[src/rtl/uart_tx_scheduler_pkg.sv]
// Shared types and constants for the UART TX scheduler: FSM encoding,
// default header tag and width helpers.
package uart_tx_scheduler_pkg;

  localparam int BYTE_W = 8;
  localparam logic [3:0] DEF_HEADER_TAG = 4'hA;

  // ST_GAP is reserved; the FSM treats it like any other illegal encoding.
  typedef enum logic [2:0] {
    ST_IDLE      = 3'd0,
    ST_HDR       = 3'd1,
    ST_FETCH     = 3'd2,
    ST_LAUNCH    = 3'd3,
    ST_WAIT_DONE = 3'd4,
    ST_GAP       = 3'd5
  } state_t;

  function automatic int idx_width(input int n);
    if (n <= 2) return 1;
    return $clog2(n);
  endfunction

  function automatic int gap_cnt_width(input int timeout);
    if (timeout <= 0) return 1;
    return $clog2(timeout + 1);
  endfunction

endpackage

[src/rtl/uart_tx_scheduler_rr_arbiter.sv]
// Combinational round-robin pick: first requesting channel at or after the
// pointer, wrapping at NUM_CH. Returns one-hot grant plus binary index.
module uart_tx_scheduler_rr_arbiter
  import uart_tx_scheduler_pkg::*;
#(
  parameter int NUM_CH = 4,
  parameter int IW     = idx_width(NUM_CH)
) (
  input  logic [NUM_CH-1:0] i_Req,
  input  logic [IW-1:0]     i_Ptr,
  output logic [NUM_CH-1:0] o_Grant,
  output logic [IW-1:0]     o_Index,
  output logic              o_Any
);

  logic [IW:0] w_sum;
  logic [IW-1:0] w_ch;
  logic w_found;

  always_comb begin
    o_Grant = '0;
    o_Index = '0;
    w_found = 1'b0;
    w_sum   = '0;
    w_ch    = '0;
    for (int k = 0; k < NUM_CH; k++) begin
      w_sum = {1'b0, i_Ptr} + (IW+1)'(k);
      if (w_sum >= (IW+1)'(NUM_CH)) w_sum = w_sum - (IW+1)'(NUM_CH);
      w_ch = w_sum[IW-1:0];
      if (!w_found && i_Req[w_ch]) begin
        w_found       = 1'b1;
        o_Grant[w_ch] = 1'b1;
        o_Index       = w_ch;
      end
    end
  end

  assign o_Any = w_found;

endmodule

[src/rtl/uart_tx_scheduler.sv]
// Shares one 8N1 UART transmitter between NUM_CH packet sources. The grant is
// held for a whole packet; an optional header byte tags each packet.
//
// Source handshake: a byte moves from channel k when i_Req_Valid[k] and
// o_Req_Ready[k] are both high at a rising edge; once valid is raised the
// source holds byte/last stable until that edge. Ready depends only on
// scheduler state, never on valid.
module uart_tx_scheduler
  import uart_tx_scheduler_pkg::*;
#(
  parameter int         NUM_CH      = 4,
  parameter int         HEADER_EN   = 1,
  parameter logic [3:0] HEADER_TAG  = DEF_HEADER_TAG,
  parameter int         GAP_TIMEOUT = 1024
) (
  input  logic                     i_Clock,
  input  logic                     i_Rst,
  input  logic [NUM_CH-1:0]        i_Req_Valid,
  input  logic [BYTE_W*NUM_CH-1:0] i_Req_Byte,
  input  logic [NUM_CH-1:0]        i_Req_Last,
  output logic [NUM_CH-1:0]        o_Req_Ready,
  output logic                     o_TX_DV,
  output logic [BYTE_W-1:0]        o_TX_Byte,
  input  logic                     i_TX_Active,
  input  logic                     i_TX_Done,
  output logic [NUM_CH-1:0]        o_Grant,
  output logic                     o_Busy,
  output logic                     o_Pkt_Done,
  output logic                     o_Abort,
  output state_t                   o_Dbg_State
);

  localparam int IW      = idx_width(NUM_CH);
  localparam int GW      = gap_cnt_width(GAP_TIMEOUT);
  localparam int GAP_LIM = (GAP_TIMEOUT > 0) ? GAP_TIMEOUT - 1 : 0;
  localparam bit GAP_EN  = (GAP_TIMEOUT > 0);
  localparam bit HDR_ON  = (HEADER_EN != 0);

  state_t              r_state;
  state_t              w_next;
  logic [NUM_CH-1:0]   r_grant;
  logic [IW-1:0]       r_gidx;
  logic [IW-1:0]       r_ptr;
  logic [BYTE_W-1:0]   r_tx_byte;
  logic                r_last;
  logic                r_hdr;
  logic [GW-1:0]       r_gap_cnt;
  logic                r_pkt_done;
  logic                r_abort;

  logic [NUM_CH-1:0]   w_arb_grant;
  logic [IW-1:0]       w_arb_idx;
  logic                w_arb_any;
  logic                w_owner_valid;
  logic [BYTE_W-1:0]   w_owner_byte;
  logic                w_owner_last;
  logic [IW-1:0]       w_next_ptr;
  logic                w_accept;
  logic                w_abort;
  logic                w_pkt_end;
  logic                w_gap_hit;

  uart_tx_scheduler_rr_arbiter #(
    .NUM_CH (NUM_CH),
    .IW     (IW)
  ) u_arb (
    .i_Req   (i_Req_Valid),
    .i_Ptr   (r_ptr),
    .o_Grant (w_arb_grant),
    .o_Index (w_arb_idx),
    .o_Any   (w_arb_any)
  );

  assign w_owner_valid = |(i_Req_Valid & r_grant);
  assign w_owner_byte  = i_Req_Byte[{r_gidx, 3'b000} +: BYTE_W];
  assign w_owner_last  = i_Req_Last[r_gidx];
  assign w_next_ptr    = (r_gidx == IW'(NUM_CH - 1)) ? '0 : r_gidx + IW'(1);
  // Abort on the GAP_TIMEOUT-th consecutive FETCH cycle without owner valid.
  assign w_gap_hit     = GAP_EN && (r_gap_cnt == GW'(GAP_LIM));

  always_ff @(posedge i_Clock) begin
    if (i_Rst) r_state <= ST_IDLE;
    else       r_state <= w_next;
  end

  always_comb begin
    w_next    = r_state;
    w_accept  = 1'b0;
    w_abort   = 1'b0;
    w_pkt_end = 1'b0;
    case (r_state)
      ST_IDLE: begin
        if (w_arb_any) w_next = HDR_ON ? ST_HDR : ST_FETCH;
      end
      ST_HDR: begin
        w_next = ST_LAUNCH;
      end
      ST_FETCH: begin
        if (w_owner_valid) begin
          w_accept = 1'b1;
          w_next   = ST_LAUNCH;
        end else if (w_gap_hit) begin
          w_abort = 1'b1;
          w_next  = ST_IDLE;
        end
      end
      ST_LAUNCH: begin
        if (i_TX_Active) w_next = ST_WAIT_DONE;
      end
      ST_WAIT_DONE: begin
        if (i_TX_Done) begin
          if (!r_hdr && r_last) begin
            w_pkt_end = 1'b1;
            w_next    = ST_IDLE;
          end else begin
            w_next = ST_FETCH;
          end
        end
      end
      default: begin
        w_next = ST_IDLE;
      end
    endcase
  end

  always_ff @(posedge i_Clock) begin
    if (i_Rst) begin
      r_grant    <= '0;
      r_gidx     <= '0;
      r_ptr      <= '0;
      r_tx_byte  <= '0;
      r_last     <= 1'b0;
      r_hdr      <= 1'b0;
      r_gap_cnt  <= '0;
      r_pkt_done <= 1'b0;
      r_abort    <= 1'b0;
    end else begin
      r_pkt_done <= w_pkt_end;
      r_abort    <= w_abort;
      case (r_state)
        ST_IDLE: begin
          r_gap_cnt <= '0;
          if (w_arb_any) begin
            r_grant <= w_arb_grant;
            r_gidx  <= w_arb_idx;
          end
        end
        ST_HDR: begin
          r_tx_byte <= {HEADER_TAG, 4'(r_gidx)};
          r_last    <= 1'b0;
          r_hdr     <= 1'b1;
        end
        ST_FETCH: begin
          if (w_accept) begin
            r_tx_byte <= w_owner_byte;
            r_last    <= w_owner_last;
            r_hdr     <= 1'b0;
            r_gap_cnt <= '0;
          end else if (w_abort) begin
            r_grant   <= '0;
            r_ptr     <= w_next_ptr;
            r_gap_cnt <= '0;
          end else if (r_gap_cnt != '1) begin
            r_gap_cnt <= r_gap_cnt + GW'(1);
          end
        end
        ST_LAUNCH: begin
        end
        ST_WAIT_DONE: begin
          if (w_pkt_end) begin
            r_grant <= '0;
            r_ptr   <= w_next_ptr;
          end
        end
        default: begin
          r_grant   <= '0;
          r_tx_byte <= '0;
          r_last    <= 1'b0;
          r_hdr     <= 1'b0;
          r_gap_cnt <= '0;
        end
      endcase
    end
  end

  assign o_Req_Ready = (r_state == ST_FETCH) ? r_grant : '0;
  assign o_TX_DV     = (r_state == ST_LAUNCH);
  assign o_TX_Byte   = r_tx_byte;
  assign o_Grant     = r_grant;
  assign o_Busy      = (r_state != ST_IDLE);
  assign o_Pkt_Done  = r_pkt_done;
  assign o_Abort     = r_abort;
  assign o_Dbg_State = r_state;

endmodule

[config.mk]
export PLATFORM = sky130hd
export DESIGN_NAME = uart_tx_scheduler
export DESIGN_NICKNAME = d
export VERILOG_FILES = /design/src/rtl/uart_tx_scheduler_pkg.sv /design/src/rtl/uart_tx_scheduler_rr_arbiter.sv /design/src/rtl/uart_tx_scheduler.sv
export SDC_FILE = /design/constraint.sdc
export NUM_CORES = 1
export LEC_CHECK = 0
export CAP_MARGIN = 20
export CORE_ASPECT_RATIO = 1.25
export CORE_MARGIN = 8
export CORE_UTILIZATION = 39
export DETAILED_ROUTE_END_ITERATION = 7
export PLACE_DENSITY_LB_ADDON = 0.2
export SYNTH_ARGS = -nofsm -noshare
export SYNTH_HDL_FRONTEND = slang
export SYNTH_HIERARCHICAL = 1
export SYNTH_SLANG_ARGS = --single-unit
[constraint.sdc]
create_clock -name i_Clock -period 3.2 [get_ports i_Clock]
set_input_delay 0.8 -clock i_Clock [delete_from_list [all_inputs] [get_ports i_Clock]]
set_output_delay 0.8 -clock i_Clock [all_outputs]
set_load 0.02 [all_outputs]
**After elaboration in Yosys (flattened, before gate mapping)**

Index checks and enable logic that the tools add are counted.

- Register bits after elaboration: 34
- Input port bits: 44
- Output and inout bits: 23
- Word-level logic and storage cells: 151

- Add/sub/neg operators: 9
- Order comparisons: 13
- Eq/ne operators: 16
- Shift-type cells: 1
- Multiplexer cells: 70
- Bitwise logic cells: 7
- Reductions and logical operators: 25

Operators with widths:

| kind | number |
|---|---|
| $mux W4 | 9 |
| $mux W11 | 3 |
| $shiftx A32 B6 Y8 | 1 |
| $mux W2 | 13 |
| $pmux W8 S3 | 1 |
| $mux W1 | 23 |
| $pmux W11 S2 | 1 |
| $pmux W4 S4 | 1 |
| $lt A2 B3 Y1 const B | 5 |
| $mux W3 | 5 |
| $pmux W3 S5 | 1 |
| $or A4 B4 Y4 | 3 |
| $add A11 B1 Y11 const B | 1 |
| $eq A11 B10 Y1 const B | 1 |
| $ne A11 B11 Y1 const B | 1 |
| $bmux W1 S2 | 5 |
| $ne A2 B2 Y1 const B | 5 |
| $ge A3 B3 Y1 const B | 3 |
| $demux W1 S2 | 4 |
| $ge A2 B1 Y1 const B | 4 |
| $logic_and A1 B1 Y1 | 8 |
| $mux W8 | 1 |
| $reduce_and A4 Y1 | 2 |
| $sub A2 B1 Y2 const B | 4 |
| 25 further kinds | 36 |

**Logic depth before layout (Yosys ltp)**

Gate-level depths: netlist (run 1).

- Word-level depth: 16
- Depth in mapped cells: 12
- Depth with buffers taken out: 10

**Cells and area by module**

Netlist (run 1), hierarchy kept.

Modules (own cells, without submodules):

| module | times used | cells each | area an instance (µm²) |
|---|---|---|---|
| uart_tx_scheduler | 1 | 206 | 1861.8 |
| uart_tx_scheduler_rr_arbiter | 1 | 45 | 421.7 |

**Least setup slack after synthesis (run 1)**

Ideal clock, no wire load.

- Kind: input to register
- Start point: input i_Req_Valid[2]
- End point: register r_state[0] (netlist: o_Dbg_State[0])
- Library setup time: 0.128 ns
- Arrival time: 2.566 ns
- Slack: 0.507 ns
- Stages on the path: 8
- Buffers on the path: 1
- Cell sequence: mux4_2 buf_6 nor3_1 nand2b_1 nor2b_1 a2111oi_0 o31a_1 nor2_1

- Cells in the longest elaborated chain, start to end: 14

RTL lines:

| item | RTL line | text |
|---|---|---|
| from (decl) | uart_tx_scheduler.sv:18 | `input logic [NUM_CH-1:0] i_Req_Valid,` |
| $bmux W1 S2 | uart_tx_scheduler_rr_arbiter.sv:30 | `if (!w_found && i_Req[w_ch]) begin` |
| $mux W1 (not written as such) | uart_tx_scheduler_rr_arbiter.sv:30 |  |
| $mux W1 | uart_tx_scheduler_rr_arbiter.sv:30 |  |
| $logic_not A1 Y1 | uart_tx_scheduler_rr_arbiter.sv:30 |  |
| $logic_and A1 B1 Y1 | uart_tx_scheduler_rr_arbiter.sv:30 |  |
| $mux W1 | uart_tx_scheduler_rr_arbiter.sv:30 |  |
| $logic_not A1 Y1 | uart_tx_scheduler_rr_arbiter.sv:30 |  |
| $logic_and A1 B1 Y1 | uart_tx_scheduler_rr_arbiter.sv:30 |  |
| $mux W1 | uart_tx_scheduler_rr_arbiter.sv:30 |  |
| $logic_not A1 Y1 | uart_tx_scheduler_rr_arbiter.sv:30 |  |
| $logic_and A1 B1 Y1 | uart_tx_scheduler_rr_arbiter.sv:30 |  |
| $mux W1 * | uart_tx_scheduler_rr_arbiter.sv:30 |  |
| via w_arb_any | uart_tx_scheduler.sv:53 | `logic w_arb_any;` |
| $ne A2 B1 Y1 (no source line) * | -- |  |
| $reduce_and A4 Y1 (no source line) * | -- |  |
| to (signal assigned) | uart_tx_scheduler.sv:83 | `else r_state <= w_next;` |
| to (decl) | uart_tx_scheduler.sv:39 | `state_t r_state;` |

The timed path passes the listed nets; every way through them passes the cells marked *. The select of a mux whose other input is x is not followed.
A chain may end at the register's enable or synchronous reset.

**Worst setup path after layout (run 1)**

- Start point: input i_Req_Valid[1]
- End point: register r_state[0] (netlist: o_Dbg_State[0])

The elaborated chain is that of the path after synthesis.

==> metrics.md, run 1 <==
| Metric | Value |
|---|---|
| Final wirelength | `about 6800 µm` |
| # hold bufs at CTS | `0` |
| N_diodes | `0` |
| Unique masters post-synth | `60` |
| Post_cts resized | `0` |
| Gr ovfl total | `0` |
| Drt first pass iters | `4` |
| Min-delay worst type | `flop to flop` |
| Final worst-path cycle share | `between 90 and 100%` |
| Via density | `5.70` |
| Worst-Skew Late Latency | `0.29 ns` |
| Most frequent cells in the layout | `66 x clkdlybuf4s50_1, 34 x dfxtp_1, 29 x nor2_1` |
| Non-filler cells, final | `392` |
| Die ar. | `8570 µm²` |
| PnR worst setup slack | `about 0.21 ns` |
| Rows | `31` |
| DRT iter0 DRCs | `136` |
| Chip height | `just over 100 µm` |
| Crit path arrival time | `3.16 ns` |
| Htree depth | `2` |
| Worst-path maximum fanout | `6` |
| Highest Clock Rate | `approximately 330 MHz` |
| Synth Flop Type | `dfxtp_1` |
| Clk slew on worst S/H paths | `approximately 0.080 ns` |
| Slowest stage delay, CP | `roughly 0.52 ns` |
| Syn Nets | `just over 300` |
| Drc violations | `0` |
| Share of post-route cells with drive strength above 1 | `between 10% and 20%` |
| Initial antenna violation count | `0` |
| First-pass GRT wire length | `around 11,000 µm` |
| Placed insts | `between 300 and 400` |
| #FFs+latches synth | `34` |
| CP max stage cell | `a2111oi_0` |
| Leading cell type in the layout, fill and taps excluded | `clkdlybuf4s50_1` |
| GP Congestion | `approximately 0.86` |
| GRT Total Usage | `15.9%` |
| WL/cell | `around 17 µm` |
| Synth async-reset ratio | `0%` |
| Min Tclk post-route | `3.00 ns` |
| Max-slew violations | `0` |
| Vias | `about 2,200` |
| # IOs | `67` |
| YS warnings | `6` |
| CP endpoint kind | `flop` |
| CTS tree | `done` |
| Worst-margin pin slew | `between 0.7 and 0.8 ns` |
| RSZ-0062 raised after global routing | `false` |
| Max-Cap Viols | `0` |
| Vias in the first global route | `2,253` |
| Critical Setup Path Class | `primary input to flop` |
| Syn-to-layout area delta | `40.2%` |
| I/O Buffers | `66` |
| # clock sinks | `34` |
| Worst IR drop on VDD | `~330 µV` |
| Core ar. | `between 5000 and 6000 µm²` |
| Num CTS Buffers | `5` |
| Setup TNS | `0 ns` |
| Status | `finished clean` |
| Netlist Area Pre-Place | `approximately 2300 µm²` |
| Final Skew | `between 0.009 and 0.01 ns` |
| Final nets | `around 380` |
| Register area share after synthesis | `between 20% and 30%` |
| Slew headroom | `roughly half` |
| Place WS | `-0.0516 ns` |
| Mean Syn Cell Area | `9.10 µm²` |
| CTS root buf | `clkbuf_8` |
| Post-route cell area | `3200 µm²` |
| Cell Pwr Density | `between 600 and 700 nW/µm²` |
| Post-Synthesis Cells | `roughly 250` |
| CP Launch Type | `primary input` |
| Final setup viols | `0` |
| Post-synth EDFFs | `0` |
| CP Data Required Time | `around 3.4 ns` |
| HPWL Detailed | `about 5400 µm` |
| CP cell instances | `clkdlybuf4s50_1 -> mux4_2 -> nor3_1 -> nand2b_1 -> nor2b_1 -> a2111oi_0 -> o31a_1 -> nor2_1` |
| Largest net degree at the start of global routing | `21` |
| Final Hold Viols | `0` |
| DP Area | `between 3000 and 4000 µm²` |
| Cell leakage power | `1.12 nW` |
| Core Util, Final | `between 50 and 60%` |
| Post-CTS Setup Inserts | `0` |
| Initial Util | `39.8%` |
| Die X | `84.4 µm` |
| Post-DRT Antenna Nets | `0` |
| CTS max path bufs | `2` |
-- layout make-up --
class                      instances  area (µm²)
tap                               66        82.6
timing repair buffer              80         766
sequential                        34         681
clock inverter                     3        68.8
clock buffer                       5        68.8
inverter                           7        26.3
multi-input combinational        197        1510
fill                             554        2540
-- kinds of logic after synthesis --
family	after synthesis	synth area share (%)
and+or+nand+nor	103	25.0
DFF	34	29.8
AOI/OAI and AO/OA	65	20.3
muxes	18	15.4
adders and majority gates	7	3.84
xor gates and xnor gates	4	1.53
buffers and inverters	20	4.11
-- worst paths after layout --
| check | startpoint | end | slack (ns) | depth (start not counted) |
|---|---|---|---|---|
| worst min register to register | o_TX_Byte[3]$_SDFFE_PP0P_ | o_TX_Byte[3]$_SDFFE_PP0P_ | 0.48 | 2 |
| worst min-delay path | o_TX_Byte[3]$_SDFFE_PP0P_ | o_TX_Byte[3]$_SDFFE_PP0P_ | 0.48 | 2 |
| worst max register to register | r_ptr[0]$_SDFFE_PP0P_ | o_Dbg_State[0]$_SDFFE_PP0P_ | 0.33 | 9 |
| worst max-delay path | i_Req_Valid[1] | o_Dbg_State[0]$_SDFFE_PP0P_ | 0.21 | 8 |
-- per-layer routing --
| layer | track usage, % | routed length, µm |
|---|---|---|
| met5 | 0 | 0 |
| met3 | 2.76 | 206 |
| met2 | 30.7 | 3780 |
| met4 | 5.91 | 129 |
| met1 | 16.7 | 2720 |
-- metrics by stage --
stage	hold slack, ns	power, mW
2_1_floorplan	0.449	1.15
3_3_place_gp	0.452	1.49
3_5_place_dp	0.462	1.50
4_1_cts	0.475	1.99
5_1_grt	0.499	2.09
6_report	0.475	1.97
-- power breakdown --
part	leakage (nW)	internal, mW	switching (mW)
Clock	0.0683	0.312	0.168
Combinational	0.776	0.426	0.507
Sequential	0.276	0.481	0.0766
-- cell usage after synthesis, types with 3 or more instances --
library cell   n  share of area (%)
a211oi_1       4                1.3
a21oi_1       17                3.7
a22oi_1       13                4.3
and2_1         5                1.4
and3_1         3               0.82
clkbuf_1       7                1.2
dfxtp_1       34                 30
ha_1           7                3.8
inv_1          7                1.2
mux2i_1        4                1.8
mux4_2        11                 11
nand2_1       11                1.8
nand2b_1       9                2.5
nand3_1       13                2.8
nor2_1        29                4.8
nor2b_1        4                1.1
nor3_1        11                2.4
o21ai_0        5                1.1
or3_1          3               0.82
xor2_1         3                1.2
-- state kept, by name, summed over array words and instances, names as in the netlist --
register,count
r_gap_cnt,11
o_Pkt_Done,1
o_Dbg_State,3
r_last,1
o_TX_Byte,8
r_hdr,1
o_Abort,1
o_Grant,4
r_ptr,2
r_gidx,2
-- critical path: cells and delay by family --
kind | cells | cell delay (ns)
compound gates | 2 | 0.73
simple gates | 4 | 0.65
buf+inv | 1 | 0.49
mux | 1 | 0.49
Note: power is estimated with default switching activity, not from simulation.
==> run 2: changes to the inputs <==
==> constraint.sdc (replaced) <==
create_clock -name i_Clock -period 3.2 [get_ports i_Clock]
set_input_delay 0.64 -clock i_Clock [delete_from_list [all_inputs] [get_ports i_Clock]]
set_output_delay 0.64 -clock i_Clock [all_outputs]
set_load 0.02 [all_outputs]
==> run 2 against run 1 <==
Effect of this change:
- fmax grew 0.84%
- worst setup slack gained 0.025 ns
- utilization decreased by 0.52 points
- global-route usage is 0.39 points lower
- sequential cell count unchanged
- total power down 0.14%
- cell count is 1.0% lower
- critical endpoint unchanged
- largest cell class unchanged
- largest power group unchanged
==> metrics.md, run 2 (synthesis gave the netlist of run 1 again) <==
| Metric | Value |
|---|---|
| Syn-to-layout area delta | `38.9%` |
| Num CTS Buffers | `5 (unchanged)` |
| Post_cts resized | `0 (unchanged)` |
| Clk slew on worst S/H paths | `0.08 ns (about the same)` |
| Min Tclk post-route | `2.97 ns (-0.0251 ns)` |
| Rows | `31 (unchanged)` |
| I/O Buffers | `66 (unchanged)` |
| Leading cell type in the layout, fill and taps excluded | `clkdlybuf4s50_1` |
| Min-delay worst type | `flop to flop` |
| Max reg flops | `11 (unchanged)` |
| Cell leakage power | `1.10 nW (-1.7%)` |
| Worst IR drop on VDD | `281 µV (-14%)` |
| # hold bufs at CTS | `0 (unchanged)` |
| Setup TNS | `0 ns (unchanged)` |
| CP Data Required Time | `3.36 ns (about the same)` |
| HPWL Detailed | `5320 µm (-0.80%)` |
| CP Capture Point | `o_Dbg_State[0]$_SDFFE_PP0P_` |
| CP max stage cell | `a2111oi_0` |
| GP Congestion | `0.806 (-6.5%)` |
| Max-Cap Viols | `0 (unchanged)` |
| # clock sinks | `34 (unchanged)` |
| GRT Total Usage | `15.5% (-0.39 points)` |
| Die X | `84.4 µm (unchanged)` |
| Reg2Reg Setup Slack | `0.45 ns (+0.12 ns)` |
| Slew headroom | `52.1% (+1.1 points)` |
| Die ar. | `8570 µm² (unchanged)` |
| Vias in the first global route | `2,219 (-1.5%)` |
| Worst r2r src | `r_ptr[1]$_SDFFE_PP0P_` |
| Place WS | `-0.0686 ns (-0.0170 ns)` |
| Final wirelength | `6640 µm (-2.8%)` |
| Drt first pass iters | `4 (unchanged)` |
| Initial antenna violation count | `0 (unchanged)` |
| WP buf/inv | `1 (unchanged)` |
| Gr ovfl total | `0 (unchanged)` |
| CTS max path bufs | `2 (unchanged)` |
| RSZ-0062 raised after global routing | `false` |
| Post-CTS Setup Inserts | `0 (unchanged)` |
| Cell depth of the worst setup path | `8 (unchanged)` |
| CP endpoint kind | `flop` |
| Vias | `2,227 (-0.40%)` |
| # IOs | `67 (unchanged)` |
| Via density | `5.74 (+0.62%)` |
| Reg2reg end | `o_Dbg_State[0]$_SDFFE_PP0P_` |
| Worst-margin pin slew | `0.717 ns (-0.0168 ns)` |
| Crit path from | `i_Req_Valid[3]` |
| Most frequent cells in the layout | `66 x clkdlybuf4s50_1, 34 x dfxtp_1, 29 x nor2_1` |
| Chip height | `102 µm (unchanged)` |
| Max-slew violations | `0 (unchanged)` |
| Worst-Skew Late Latency | `0.29 ns (about the same)` |
| N_diodes | `0 (unchanged)` |
| Worst-path maximum fanout | `7 (+1)` |
| Critical Setup Path Class | `primary input to flop` |
| Initial Util | `39.8% (unchanged)` |
| Final hold slack | `0.471 ns (-0.00429 ns)` |
| R2R depth | `9 (unchanged)` |
| CTS root buf | `clkbuf_8` |
| Crit path arrival time | `3.13 ns (-0.03 ns)` |
| CP delay by family, top | `compound AO/OA/AOI/OAI gates` |
| CTS tree | `done` |
| Share of post-route cells with drive strength above 1 | `12.4% (-1.1 points)` |
| PnR worst setup slack | `0.230 ns (+0.0251 ns)` |
| Cell Pwr Density | `621 nW/µm² (+0.81%)` |
| Final Skew | `0.00743 ns (-0.00183 ns)` |
| First-pass GRT wire length | `10,700 µm (-2.2%)` |
| Final nets | `372 (-1.1%)` |
| WL/cell | `17.1 µm (-1.8%)` |
| Post-DRT Antenna Nets | `0 (unchanged)` |
| Final setup viols | `0 (unchanged)` |
| Final Hold Viols | `0 (unchanged)` |
| Final worst-path cycle share | `92.8% (-0.78 points)` |
| Status | `finished clean` |
| CP cell instances | `clkdlybuf4s50_1 -> mux4_2 -> nor3_1 -> nand2b_1 -> nor2b_1 -> a2111oi_0 -> o31a_1 -> nor2_1` |
| Htree depth | `2 (unchanged)` |
| Largest net degree at the start of global routing | `21 (unchanged)` |
| Highest Clock Rate | `337 MHz (+0.84%)` |
| CP Launch Type | `primary input` |
| DRT iter0 DRCs | `79 (-42%)` |
| Slowest stage delay, CP | `0.55 ns (+0.03 ns)` |
| Core ar. | `5740 µm² (unchanged)` |
| Drc violations | `0 (unchanged)` |
| Largest Register | `r_gap_cnt` |
[run 2: cell types whose count changed in the layout (fill, tap and decap cells not counted)]
cell,change
buf_4,-4
[run 2: cell type report]
| class | instances | area [µm²] |
|---|---|---|
| Clock buffer | 5 | 68.8 |
| Clock inverter | 3 | 68.8 |
| Fill cell | 561 | 2570 |
| Inverter | 7 | 26.3 |
| Multi-Input combinational cell | 197 | 1510 |
| Sequential cell | 34 | 681 |
| Tap cell | 66 | 82.6 |
| Timing Repair Buffer | 76 | 736 |
[run 2: through the flow]
step | util, % | cells | instance area [µm²] | total power [mW]
global placement | 52.9 | 380 | 3030 | 1.49
finish | 55.3 | 388 | 3170 | 1.97
floorplan | - | 251 | 2280 | 1.15
CTS | 55.3 | 388 | 3170 | 1.98
global route | 55.3 | 388 | 3170 | 2.09
detailed placement | 52.9 | 380 | 3030 | 1.50
[run 2: worst min path at each step]
stage	depth (start not counted)	startpoint	to	slack, ns
after floorplan	2	r_gap_cnt[1]$_SDFFE_PP0P_	r_gap_cnt[1]$_SDFFE_PP0P_	0.45
after global placement	2	o_TX_Byte[3]$_SDFFE_PP0P_	o_TX_Byte[3]$_SDFFE_PP0P_	0.45
after detailed placement	2	o_TX_Byte[4]$_SDFFE_PP0P_	o_TX_Byte[4]$_SDFFE_PP0P_	0.46
after CTS	2	o_TX_Byte[4]$_SDFFE_PP0P_	o_TX_Byte[4]$_SDFFE_PP0P_	0.47
after global routing	2	r_gap_cnt[1]$_SDFFE_PP0P_	r_gap_cnt[1]$_SDFFE_PP0P_	0.51
final	2	o_TX_Byte[4]$_SDFFE_PP0P_	o_TX_Byte[4]$_SDFFE_PP0P_	0.47
[run 2: worst min-delay path: stages (launching register included)]
cell	delay, ns
dfxtp_1	0.32
nand2_1	0.05
a21oi_1	0.06
[run 2: power breakdown]
part / leakage (nW) / internal, mW / switching [mW]
combinational: 0.757 / 0.428 / 0.488
clock: 0.0683 / 0.312 / 0.169
sequential: 0.276 / 0.481 / 0.0901
total: 1.10 / 1.22 / 0.747
[run 2: layer usage]
layer,share of wire (%),global-route usage (%)
met1,39,16.0
met2,55,29.5
met3,3.2,3.08
met4,2.8,6.87
met5,0,0
==> run 3: changes to the inputs <==
--- a/config.mk
+++ b/config.mk
@@ -6,7 +6,6 @@
 export NUM_CORES = 1
 export LEC_CHECK = 0
 export CAP_MARGIN = 20
-export CORE_ASPECT_RATIO = 1.25
 export CORE_MARGIN = 8
 export CORE_UTILIZATION = 39
 export DETAILED_ROUTE_END_ITERATION = 7
==> run 3 against run 2 <==
Effect of this change:
- sequential cell count did not move
- critical path depth did not move
- highest routed layer unchanged
- largest power group unchanged
- utilization fell by 0.66 points
- largest cell class unchanged
==> metrics.md, run 3 (synthesis gave the netlist of run 1 again) <==
| Metric | Value |
|---|---|
| GP Congestion | `0.845 (+4.9%)` |
| Drt first pass iters | `4 (unchanged)` |
| HPWL Detailed | `4890 µm (-8.1%)` |
| Final Skew | `0.00528 ns (-0.00215 ns)` |
| # hold bufs at CTS | `0 (unchanged)` |
| Initial antenna violation count | `0 (unchanged)` |
| Chip height | `92.5 µm (-8.9%)` |
| Cell Pwr Density | `574 nW/µm² (-7.4%)` |
| Highest Clock Rate | `343 MHz (+1.9%)` |
| Clk slew on worst S/H paths | `0.08 ns (about the same)` |
| Worst IR drop on VDD | `353 µV (+25%)` |
| Cell leakage power | `1.09 nW (-1.0%)` |
| Share of post-route cells with drive strength above 1 | `13.0% (+0.54 points)` |
| Multi-input logic area | `1510 µm² (unchanged)` |
| Max reg flops | `11 (unchanged)` |
| Largest Register | `r_gap_cnt` |
| Htree depth | `2 (unchanged)` |
| Post-DRT Antenna Nets | `0 (unchanged)` |
| Final Hold Viols | `0 (unchanged)` |
| Die ar. | `8560 µm² (-0.18%)` |
| I/O Buffers | `66 (unchanged)` |
| Die X | `92.5 µm (+9.6%)` |
| Vias in the first global route | `2,209 (-0.45%)` |
| Critical Setup Path Class | `primary input to flop` |
| Filler cells | `558 (-0.53%)` |
| Most frequent cells in the layout | `66 x clkdlybuf4s50_1, 34 x dfxtp_1, 29 x nor2_1` |
| Max-slew violations | `0 (unchanged)` |
| Worst-path maximum fanout | `7 (unchanged)` |
| Post_cts resized | `0 (unchanged)` |
| N_diodes | `0 (unchanged)` |
| Min-delay worst type | `flop to flop` |
| Final setup viols | `0 (unchanged)` |
| Max-Cap Viols | `0 (unchanged)` |
| GRT Total Usage | `14.8% (-0.67 points)` |
| Setup TNS | `0 ns (unchanged)` |
| Min Tclk post-route | `2.91 ns (-0.0566 ns)` |
| Placed insts | `391 (+2.9%)` |
| Rows | `28 (-9.7%)` |
| RSZ-0062 raised after global routing | `false` |
| Initial Util | `39.5% (-0.28 points)` |
| Vias | `2,219 (-0.36%)` |
| DRT iter0 DRCs | `92 (+16%)` |
| # IOs | `67 (unchanged)` |
| CP endpoint kind | `flop` |
| Flip-flop and latch area | `681 µm² (unchanged)` |
| Post-CTS Setup Inserts | `0 (unchanged)` |
| DP Area | `3060 µm² (+0.87%)` |
| Leading cell type in the layout, fill and taps excluded | `clkdlybuf4s50_1` |
| Via density | `5.56 (-3.1%)` |
| CTS root buf | `clkbuf_8` |
| Gr ovfl total | `0 (unchanged)` |
| Syn-to-layout area delta | `38.2%` |
| Post-route cell area | `3160 µm² (-0.51%)` |
| Final nets | `374 (+0.54%)` |
| Drc violations | `0 (unchanged)` |
| Slew headroom | `46.2% (-5.9 points)` |
| Final worst-path cycle share | `91.0% (-1.8 points)` |
| Worst-Skew Late Latency | `0.28 ns (about the same)` |
| Non-filler cells, final | `399 (+2.8%)` |
| Status | `finished clean` |
| Crit path arrival time | `3.09 ns (-0.04 ns)` |
| Num CTS Buffers | `5 (unchanged)` |
| CTS tree | `done` |
| Final hold slack | `0.460 ns (-0.0109 ns)` |
| Final wirelength | `6130 µm (-7.6%)` |
| # clock sinks | `34 (unchanged)` |
| First-pass GRT wire length | `10,500 µm (-1.7%)` |
| Worst-margin pin slew | `0.800 ns (+0.0834 ns)` |
| Largest net degree at the start of global routing | `23 (+9.5%)` |
| CP Launch Type | `primary input` |
| CTS max path bufs | `2 (unchanged)` |
| WL/cell | `15.4 µm (-10%)` |
| CP Data Required Time | `3.37 ns (about the same)` |
| Core ar. | `5780 µm² (+0.70%)` |
[run 3: cell count changes in the layout (fill, tap and decap cells not counted)]
cell / before / now
clkinv_2: 0 / 1
bufinv_16: 2 / 0
buf_4: 10 / 12
clkinv_4: 1 / 0
clkinvlp_4: 0 / 1
clkbuf_8: 5 / 6
[run 3: area by class of cell]
cell class / count / share of cell area [%]
clock inverters: 2 / 0.397
inverters: 7 / 0.833
well taps: 75 / 2.97
multi-input cells: 197 / 47.8
clock buffers: 6 / 2.62
flip-flops and latches: 34 / 21.6
repair buffers: 78 / 23.8
[run 3: worst max-delay path, cell delays in order]
cell and delay, ns:
clkdlybuf4s50_1 0.50, mux4_2 0.51, nor3_1 0.31, nand2b_1 0.15
nor2b_1 0.15, a2111oi_0 0.57, o31a_1 0.21, nor2_1 0.04
[run 3: metal layers]
layer	GRT usage, %	wire length [µm]
met1	18.2	2740
met2	22.8	2730
met3	6.55	590
met4	4.43	70
met5	0	0
[run 3: through the flow]
| stage | power, mW | worst slack, ns | utilization, % |
|---|---|---|---|
| after detailed placement | 1.49 | 0.0156 | 52.9 |
| after global placement | 1.49 | 0.0970 | 52.9 |
| final | 1.81 | 0.287 | 54.6 |
| after floorplan | 1.15 | 0.530 | - |
| after CTS | 1.83 | 0.327 | 54.6 |
| after global routing | 1.96 | 0.118 | 54.6 |
[run 3: report_power, final]
part / switching (mW) / internal [mW]
sequential: 0.0915 / 0.481
combinational: 0.475 / 0.431
clock: 0.161 / 0.173
total: 0.727 / 1.09
[run 3: worst paths after layout]
| path | slack [ns] | start | endpoint | cells after the start |
|---|---|---|---|---|
| max | 0.29 | i_Req_Valid[3] | o_Dbg_State[0]$_SDFFE_PP0P_ | 8 |
| min | 0.46 | o_TX_Byte[4]$_SDFFE_PP0P_ | o_TX_Byte[4]$_SDFFE_PP0P_ | 2 |
| max reg2reg | 0.55 | r_ptr[1]$_SDFFE_PP0P_ | o_Dbg_State[0]$_SDFFE_PP0P_ | 9 |
| min reg2reg | 0.46 | o_TX_Byte[4]$_SDFFE_PP0P_ | o_TX_Byte[4]$_SDFFE_PP0P_ | 2 |
